[src/rtl/cond_flag_register_if.sv]
// rtl/cond_flag_register_if.sv - execute-stage predication bus between pipeline control and flag register
interface cond_flag_register_if #(
  parameter int CNT_W = 16
);
  logic             valid;
  logic             stall;
  logic             flush;
  logic             cond_ex;
  logic [1:0]       flag_w;
  logic [1:0]       alu_flag_a;
  logic [1:0]       alu_flag_b;
  logic             pcs;
  logic             reg_w;
  logic             mem_w;
  logic             cnt_clr;
  logic [1:0]       flag_a;
  logic [1:0]       flag_b;
  logic             pc_src_e;
  logic             pc_src_m;
  logic             reg_write_m;
  logic             mem_write_m;
  logic             valid_m;
  logic [CNT_W-1:0] exec_cnt;
  logic [CNT_W-1:0] squash_cnt;

  modport master (
    output valid, stall, flush, cond_ex, flag_w, alu_flag_a, alu_flag_b,
           pcs, reg_w, mem_w, cnt_clr,
    input  flag_a, flag_b, pc_src_e, pc_src_m, reg_write_m, mem_write_m,
           valid_m, exec_cnt, squash_cnt
  );

  modport slave (
    input  valid, stall, flush, cond_ex, flag_w, alu_flag_a, alu_flag_b,
           pcs, reg_w, mem_w, cnt_clr,
    output flag_a, flag_b, pc_src_e, pc_src_m, reg_write_m, mem_write_m,
           valid_m, exec_cnt, squash_cnt
  );
endinterface

[src/rtl/cond_flag_register.sv]
// rtl/cond_flag_register.sv - architectural flags, predicated control gating and retire counters
module cond_flag_register #(
  parameter logic [1:0] FLAGA_RST = 2'b00,
  parameter logic [1:0] FLAGB_RST = 2'b00,
  parameter int         CNT_W     = 16
) (
  input logic                clk,
  input logic                reset,
  cond_flag_register_if.slave bus
);
  localparam logic [CNT_W-1:0] CNT_MAX = {CNT_W{1'b1}};
  localparam logic [CNT_W-1:0] CNT_ONE = {{(CNT_W-1){1'b0}}, 1'b1};

  logic             live;
  logic             adv;
  logic [1:0]       flag_a_q;
  logic [1:0]       flag_b_q;
  logic             pc_src_m_q;
  logic             reg_write_m_q;
  logic             mem_write_m_q;
  logic             valid_m_q;
  logic [CNT_W-1:0] exec_q;
  logic [CNT_W-1:0] squash_q;

  assign live = bus.valid & ~bus.flush;
  assign adv  = live & ~bus.stall;

  // Fetch redirect must see the branch even while this stage is stalled.
  assign bus.pc_src_e = bus.pcs & bus.cond_ex & live;

  always_ff @(posedge clk or posedge reset) begin
    if (reset) begin
      flag_a_q <= FLAGA_RST;
      flag_b_q <= FLAGB_RST;
    end else if (adv && bus.cond_ex) begin
      if (bus.flag_w[1]) flag_a_q <= bus.alu_flag_a;
      if (bus.flag_w[0]) flag_b_q <= bus.alu_flag_b;
    end
  end

  always_ff @(posedge clk or posedge reset) begin
    if (reset) begin
      pc_src_m_q    <= 1'b0;
      reg_write_m_q <= 1'b0;
      mem_write_m_q <= 1'b0;
      valid_m_q     <= 1'b0;
    end else if (bus.flush) begin
      pc_src_m_q    <= 1'b0;
      reg_write_m_q <= 1'b0;
      mem_write_m_q <= 1'b0;
      valid_m_q     <= 1'b0;
    end else if (!bus.stall) begin
      pc_src_m_q    <= bus.pcs   & bus.cond_ex & bus.valid;
      reg_write_m_q <= bus.reg_w & bus.cond_ex & bus.valid;
      mem_write_m_q <= bus.mem_w & bus.cond_ex & bus.valid;
      valid_m_q     <= bus.valid;
    end
  end

  // Clear beats a same-cycle increment; both counters stick at all-ones.
  always_ff @(posedge clk or posedge reset) begin
    if (reset) begin
      exec_q   <= '0;
      squash_q <= '0;
    end else if (bus.cnt_clr) begin
      exec_q   <= '0;
      squash_q <= '0;
    end else if (adv) begin
      if (bus.cond_ex) begin
        if (exec_q != CNT_MAX) exec_q <= exec_q + CNT_ONE;
      end else begin
        if (squash_q != CNT_MAX) squash_q <= squash_q + CNT_ONE;
      end
    end
  end

  assign bus.flag_a      = flag_a_q;
  assign bus.flag_b      = flag_b_q;
  assign bus.pc_src_m    = pc_src_m_q;
  assign bus.reg_write_m = reg_write_m_q;
  assign bus.mem_write_m = mem_write_m_q;
  assign bus.valid_m     = valid_m_q;
  assign bus.exec_cnt    = exec_q;
  assign bus.squash_cnt  = squash_q;
endmodule
[src/flat_wrapper.sv]
// flat-port wrapper written by rule: the top's interface ports become plain ports
module cond_flag_register_flat 
#(
  parameter logic [1:0] FLAGA_RST = 2'b00,
  parameter logic [1:0] FLAGB_RST = 2'b00,
  parameter int         CNT_W     = 16
)
  (clk, reset, bus_valid, bus_stall, bus_flush, bus_cond_ex, bus_flag_w, bus_alu_flag_a, bus_alu_flag_b, bus_pcs, bus_reg_w, bus_mem_w, bus_cnt_clr, bus_flag_a, bus_flag_b, bus_pc_src_e, bus_pc_src_m, bus_reg_write_m, bus_mem_write_m, bus_valid_m, bus_exec_cnt, bus_squash_cnt);
  cond_flag_register_if #(.CNT_W(CNT_W)) bus_i ();
  input logic clk;
  input logic reset;
  input wire logic [$bits(bus_i.valid)-1:0] bus_valid;
  input wire logic [$bits(bus_i.stall)-1:0] bus_stall;
  input wire logic [$bits(bus_i.flush)-1:0] bus_flush;
  input wire logic [$bits(bus_i.cond_ex)-1:0] bus_cond_ex;
  input wire logic [$bits(bus_i.flag_w)-1:0] bus_flag_w;
  input wire logic [$bits(bus_i.alu_flag_a)-1:0] bus_alu_flag_a;
  input wire logic [$bits(bus_i.alu_flag_b)-1:0] bus_alu_flag_b;
  input wire logic [$bits(bus_i.pcs)-1:0] bus_pcs;
  input wire logic [$bits(bus_i.reg_w)-1:0] bus_reg_w;
  input wire logic [$bits(bus_i.mem_w)-1:0] bus_mem_w;
  input wire logic [$bits(bus_i.cnt_clr)-1:0] bus_cnt_clr;
  output wire logic [$bits(bus_i.flag_a)-1:0] bus_flag_a;
  output wire logic [$bits(bus_i.flag_b)-1:0] bus_flag_b;
  output wire logic [$bits(bus_i.pc_src_e)-1:0] bus_pc_src_e;
  output wire logic [$bits(bus_i.pc_src_m)-1:0] bus_pc_src_m;
  output wire logic [$bits(bus_i.reg_write_m)-1:0] bus_reg_write_m;
  output wire logic [$bits(bus_i.mem_write_m)-1:0] bus_mem_write_m;
  output wire logic [$bits(bus_i.valid_m)-1:0] bus_valid_m;
  output wire logic [$bits(bus_i.exec_cnt)-1:0] bus_exec_cnt;
  output wire logic [$bits(bus_i.squash_cnt)-1:0] bus_squash_cnt;
  assign bus_i.valid = bus_valid;
  assign bus_i.stall = bus_stall;
  assign bus_i.flush = bus_flush;
  assign bus_i.cond_ex = bus_cond_ex;
  assign bus_i.flag_w = bus_flag_w;
  assign bus_i.alu_flag_a = bus_alu_flag_a;
  assign bus_i.alu_flag_b = bus_alu_flag_b;
  assign bus_i.pcs = bus_pcs;
  assign bus_i.reg_w = bus_reg_w;
  assign bus_i.mem_w = bus_mem_w;
  assign bus_i.cnt_clr = bus_cnt_clr;
  assign bus_flag_a = bus_i.flag_a;
  assign bus_flag_b = bus_i.flag_b;
  assign bus_pc_src_e = bus_i.pc_src_e;
  assign bus_pc_src_m = bus_i.pc_src_m;
  assign bus_reg_write_m = bus_i.reg_write_m;
  assign bus_mem_write_m = bus_i.mem_write_m;
  assign bus_valid_m = bus_i.valid_m;
  assign bus_exec_cnt = bus_i.exec_cnt;
  assign bus_squash_cnt = bus_i.squash_cnt;
  cond_flag_register #(.FLAGA_RST(FLAGA_RST), .FLAGB_RST(FLAGB_RST), .CNT_W(CNT_W)) u_core (.clk(clk), .reset(reset), .bus(bus_i));
endmodule
[config.mk]
export PLATFORM = sky130hd
export DESIGN_NAME = cond_flag_register_flat
export DESIGN_NICKNAME = d
export VERILOG_FILES = /design/src/rtl/cond_flag_register_if.sv /design/src/rtl/cond_flag_register.sv /design/src/flat_wrapper.sv
export SDC_FILE = /design/constraint.sdc
export NUM_CORES = 1
export LEC_CHECK = 0
export ABC_CLOCK_PERIOD_IN_PS = 2400
export BUFFER_PORTS_ARGS = -buffer_cell sky130_fd_sc_hd__buf_2
export CORE_MARGIN = 4
export CORE_UTILIZATION = 50
export DETAILED_ROUTE_END_ITERATION = 12
export GPL_TIMING_DRIVEN = 0
export PLACE_DENSITY = 0.77
export SYNTH_ARGS = -nofsm -noshare
export SYNTH_HDL_FRONTEND = slang
export SYNTH_SLANG_ARGS = --single-unit
export TNS_END_PERCENT = 50
[constraint.sdc]
create_clock -name clk -period 2.4 [get_ports clk]
set_clock_uncertainty 0.1 [all_clocks]
set_input_delay 0.24 -clock clk [delete_from_list [all_inputs] [get_ports clk]]
set_output_delay 0.24 -clock clk [all_outputs]
set_load 0.01 [all_outputs]
==> qor.csv <==
metric,value,unit
post-DP HPWL,3.75,mm
synth top area cells,"sky130_fd_sc_hd__dfrtp_1, sky130_fd_sc_hd__mux2_2, sky130_fd_sc_hd__a21oi_1",
effective utilization at floorplan,53.2,%
critical path class,flop to flop,
signed area change from the synthesized netlist to the final layout,20.5,%
top post-synthesis cells by count,"sky130_fd_sc_hd__dfrtp_1, sky130_fd_sc_hd__a21oi_1, sky130_fd_sc_hd__nor2_1, sky130_fd_sc_hd__mux2_2",
total core area,4140,um2
clk root buf,sky130_fd_sc_hd__clkbuf_8,
full die area,5540,um2
fin crit share,90.3,%
Synth Warn #,0,
maximum fanout encountered on the critical timing path,10,
first-pass detailed-route iteration total,4,
Worst R2R Setup Slack,0.23,ns
Worst Tran Pin Value,0.830,ns
clock tree from TritonCTS,built,
post-placement cell area,2550,um2
maximum cell stage delay along the critical path,0.45,ns
number of buffers on the longest clock path,2,
Max Clock Freq,461,MHz
switching part of the total power,24.3,%
vias in the first global route,1853,
input/output buffers,56,
largest voltage drop on the vdd net,0.307,mV
final weighted congestion of routability-driven global placement,0.835,
clock network fraction of total power,36.7,%
# Max-Cap Violations,0,
data arrival time at the worst-slack endpoint,2.25,ns
"Avg Cell Area, Syn",9.59,um2
number of cell rows,23,
CP required,2.48,ns
most frequent cell after synthesis,sky130_fd_sc_hd__dfrtp_1,
per-cell routed wire length,15.0,um
count of hold buffers inserted by post-cts repair,0,
P per Cell Area,481,nW/um2
cell area after layout,2660,um2
die width,74.4,um
unrepaired setup endpoints after global routing,no,
Starting DRT DRC Count,155,
sequential cell area fraction in the yosys report,45.4,%
placed instance count,336,
share of the synthesized area in the top cell type,45.4,%
H-tree lvl count,2,
beginning of the critical path,u_core.bus.exec_cnt[1]$_DFFE_PP0P_,
startpoint of the most critical register-to-register path,u_core.bus.exec_cnt[1]$_DFFE_PP0P_,
cell-by-cell listing of the critical path,"ha_1, nand4_1, nor4_1, clkbuf_2, a21oi_1, mux2_2",
total global routing overflow,0,
post-layout total power,1.28,mW
smallest hold slack,-0.00000799,ns
maximum number of pins on one net before global-route repair,41,
clock transition at the registers of the reported paths,0.08,ns
combinational share of power,8.4,%
Syn Std Cell Area,2200,um2
final-report max-slew violation count,0,
Synth Register Bits,40,
layout net count,311,
fraction of registers with async set or reset after synthesis,100,%
violated checks,negative hold slack,
TritonCTS buffer count,5,
reported net switching power,0.310,mW
number of inserted diodes,0,
Syn Inst Count,230,
cell taking the most area after synthesis,sky130_fd_sc_hd__dfrtp_1,
top flip-flop cell by instance count after synthesis,sky130_fd_sc_hd__dfrtp_1,
routed wire length,5.15,mm
critical path's top delay family,simple AND/OR/NAND/NOR gates,
Worst Slack Setup Final,0.233,ns
number of cells on the worst reg-to-reg path,6,
detailed-route DRC error count,0,
Post-Place Worst Slack,-0.0991,ns
number of distinct library cells after synthesis,36,
reg-to-reg critical path endpoint,u_core.bus.exec_cnt[0]$_DFFE_PP0P_,
"slowest stage cell, crit path",sky130_fd_sc_hd__dfrtp_1,
"Buf+Inv Stages, Crit Path",1,
number of enable-type register cells in the synthesized netlist,0,
Finish-stage setup viols,0,
Syn Nets,248,
leakage power summed over all cells,1.22,nW
remaining number of nets flagged by the antenna check after routing,0,
cell count along the critical path,6,
clock latency reported for the late side of the worst-skew pair,0.30,ns
Setup crit end kind,flop,
Pint,0.967,mW
count of endpoints failing hold in the final timing report,1,
fraction of power consumed by sequential logic,54.9,%
Layout Cells excl Fill,344,
die extent in y,74.4,um
path type of the worst min-delay path,input pin to asynchronous set/reset pin,
worst relative slew slack,44.6,%
final worst path period need,2.17,ns
share of cells above drive strength 1,28.6,%
total vias in the final route,2059,
clock sink count,40,
antenna violations before repair,0,
ports placed on the boundary,57,
wire length of the first global-routing pass,8.65,mm
outcome,"complete, but fails checks",
startpoint kind of the worst setup timing path,flop,
ratio of routed vias to standard cells,5.99,
Tot GR Track Use,20.0,%
## flip-flops by register name, summed over array words and instances, names as in the netlist
signal,count
u_core.bus.exec_cnt,16
u_core.bus.flag_a,2
u_core.bus.flag_b,2
u_core.bus.mem_write_m,1
u_core.bus.pc_src_m,1
u_core.bus.reg_write_m,1
u_core.bus.squash_cnt,16
u_core.bus.valid_m,1
## how the worst max path moves through the flow
stage,end,slack (ns)
after floorplan,u_core.bus.squash_cnt[14]$_DFFE_PP0P_,0.24
after global placement,u_core.bus.squash_cnt[3]$_DFFE_PP0P_,-0.04
after detailed placement,u_core.bus.squash_cnt[0]$_DFFE_PP0P_,-0.1
after CTS,u_core.bus.exec_cnt[0]$_DFFE_PP0P_,0.10
after global routing,u_core.bus.exec_cnt[13]$_DFFE_PP0P_,0.05
final,u_core.bus.exec_cnt[0]$_DFFE_PP0P_,0.23
## cell type report
| type | instances | area, um2 |
|---|---|---|
| buffer | 10 | 41.3 |
| clock buffer | 6 | 82.6 |
| clock inverter | 2 | 10.0 |
| fill | 365 | 1490 |
| inverter | 5 | 18.8 |
| multi-input combinational | 175 | 1160 |
| sequential | 40 | 1000 |
| tap | 50 | 62.6 |
| timing repair buffer | 56 | 280 |
## power by group through the flow
stage	Sequential, mW	Clock [mW]	Combinational (mW)
3_3_place_gp	0.713	0	0.108
4_1_cts	0.702	0.479	0.110
3_5_place_dp	0.715	0	0.110
5_1_grt	0.704	0.506	0.122
2_1_floorplan	0.725	0	0.0484
6_report	0.702	0.468	0.107
## routing by layer
| layer | wire length (um) | GRT usage (%) |
|---|---|---|
| met5 | 0 | 0 |
| met2 | 2300 | 31.2 |
| met3 | 376 | 5.00 |
| met1 | 2430 | 28.1 |
| met4 | 46 | 4.94 |
## cell families after synthesis
group,Yosys count,share of synthesized area [%]
DFF,40,45.4
buffers and inverters,15,2.67
AOI/OAI and AO/OA,48,13.6
adders and majority gates,2,1.13
muxes,18,9.02
and+or+nand+nor,107,28.2
## what timing repair did
item,in CTS,in global routing
gates resized for setup,1,3
endpoints found under the setup margin,8,14
endpoints found under the hold margin,0,0
setup buffers,0,0
cloned,0,0
pin swaps,0,0
## cell usage in the layout (no fill, tap or decap), types with 2 or more instances in the layout
master                      instances
sky130_fd_sc_hd__mux2_2            15
sky130_fd_sc_hd__dfrtp_1           40
sky130_fd_sc_hd__ha_1               2
sky130_fd_sc_hd__clkbuf_8           6
sky130_fd_sc_hd__clkinv_2           2
sky130_fd_sc_hd__nor3_1             4
sky130_fd_sc_hd__o31ai_1           11
sky130_fd_sc_hd__and3_1             4
sky130_fd_sc_hd__nand4_1            8
sky130_fd_sc_hd__nand3_1           14
sky130_fd_sc_hd__nand2_1           14
sky130_fd_sc_hd__inv_1              4
sky130_fd_sc_hd__nor2b_1           10
sky130_fd_sc_hd__clkbuf_2           2
sky130_fd_sc_hd__buf_2             57
sky130_fd_sc_hd__clkbuf_1           7
sky130_fd_sc_hd__nor4_1             4
sky130_fd_sc_hd__nor2_1            16
sky130_fd_sc_hd__nand2b_1           2
sky130_fd_sc_hd__a2111oi_0          2
sky130_fd_sc_hd__a22o_1             2
sky130_fd_sc_hd__mux2i_1            3
sky130_fd_sc_hd__a211oi_1           4
sky130_fd_sc_hd__and4_1             4
sky130_fd_sc_hd__or3_1              5
sky130_fd_sc_hd__o21ai_0            7
sky130_fd_sc_hd__or4_1             13
sky130_fd_sc_hd__a21oi_1           20
## through the flow
stage / setup TNS, ns / hold slack (ns) / util, %
6_report: 0 / -0.00000799 / 64.1
5_1_grt: 0 / 0.0709 / 64.1
4_1_cts: 0 / 0.0376 / 63.9
3_5_place_dp: -0.584 / 0.364 / 61.5
3_3_place_gp: -0.117 / 0.376 / 61.5
2_1_floorplan: 0 / 0.206 / -
(Power assumes the default switching activity.)
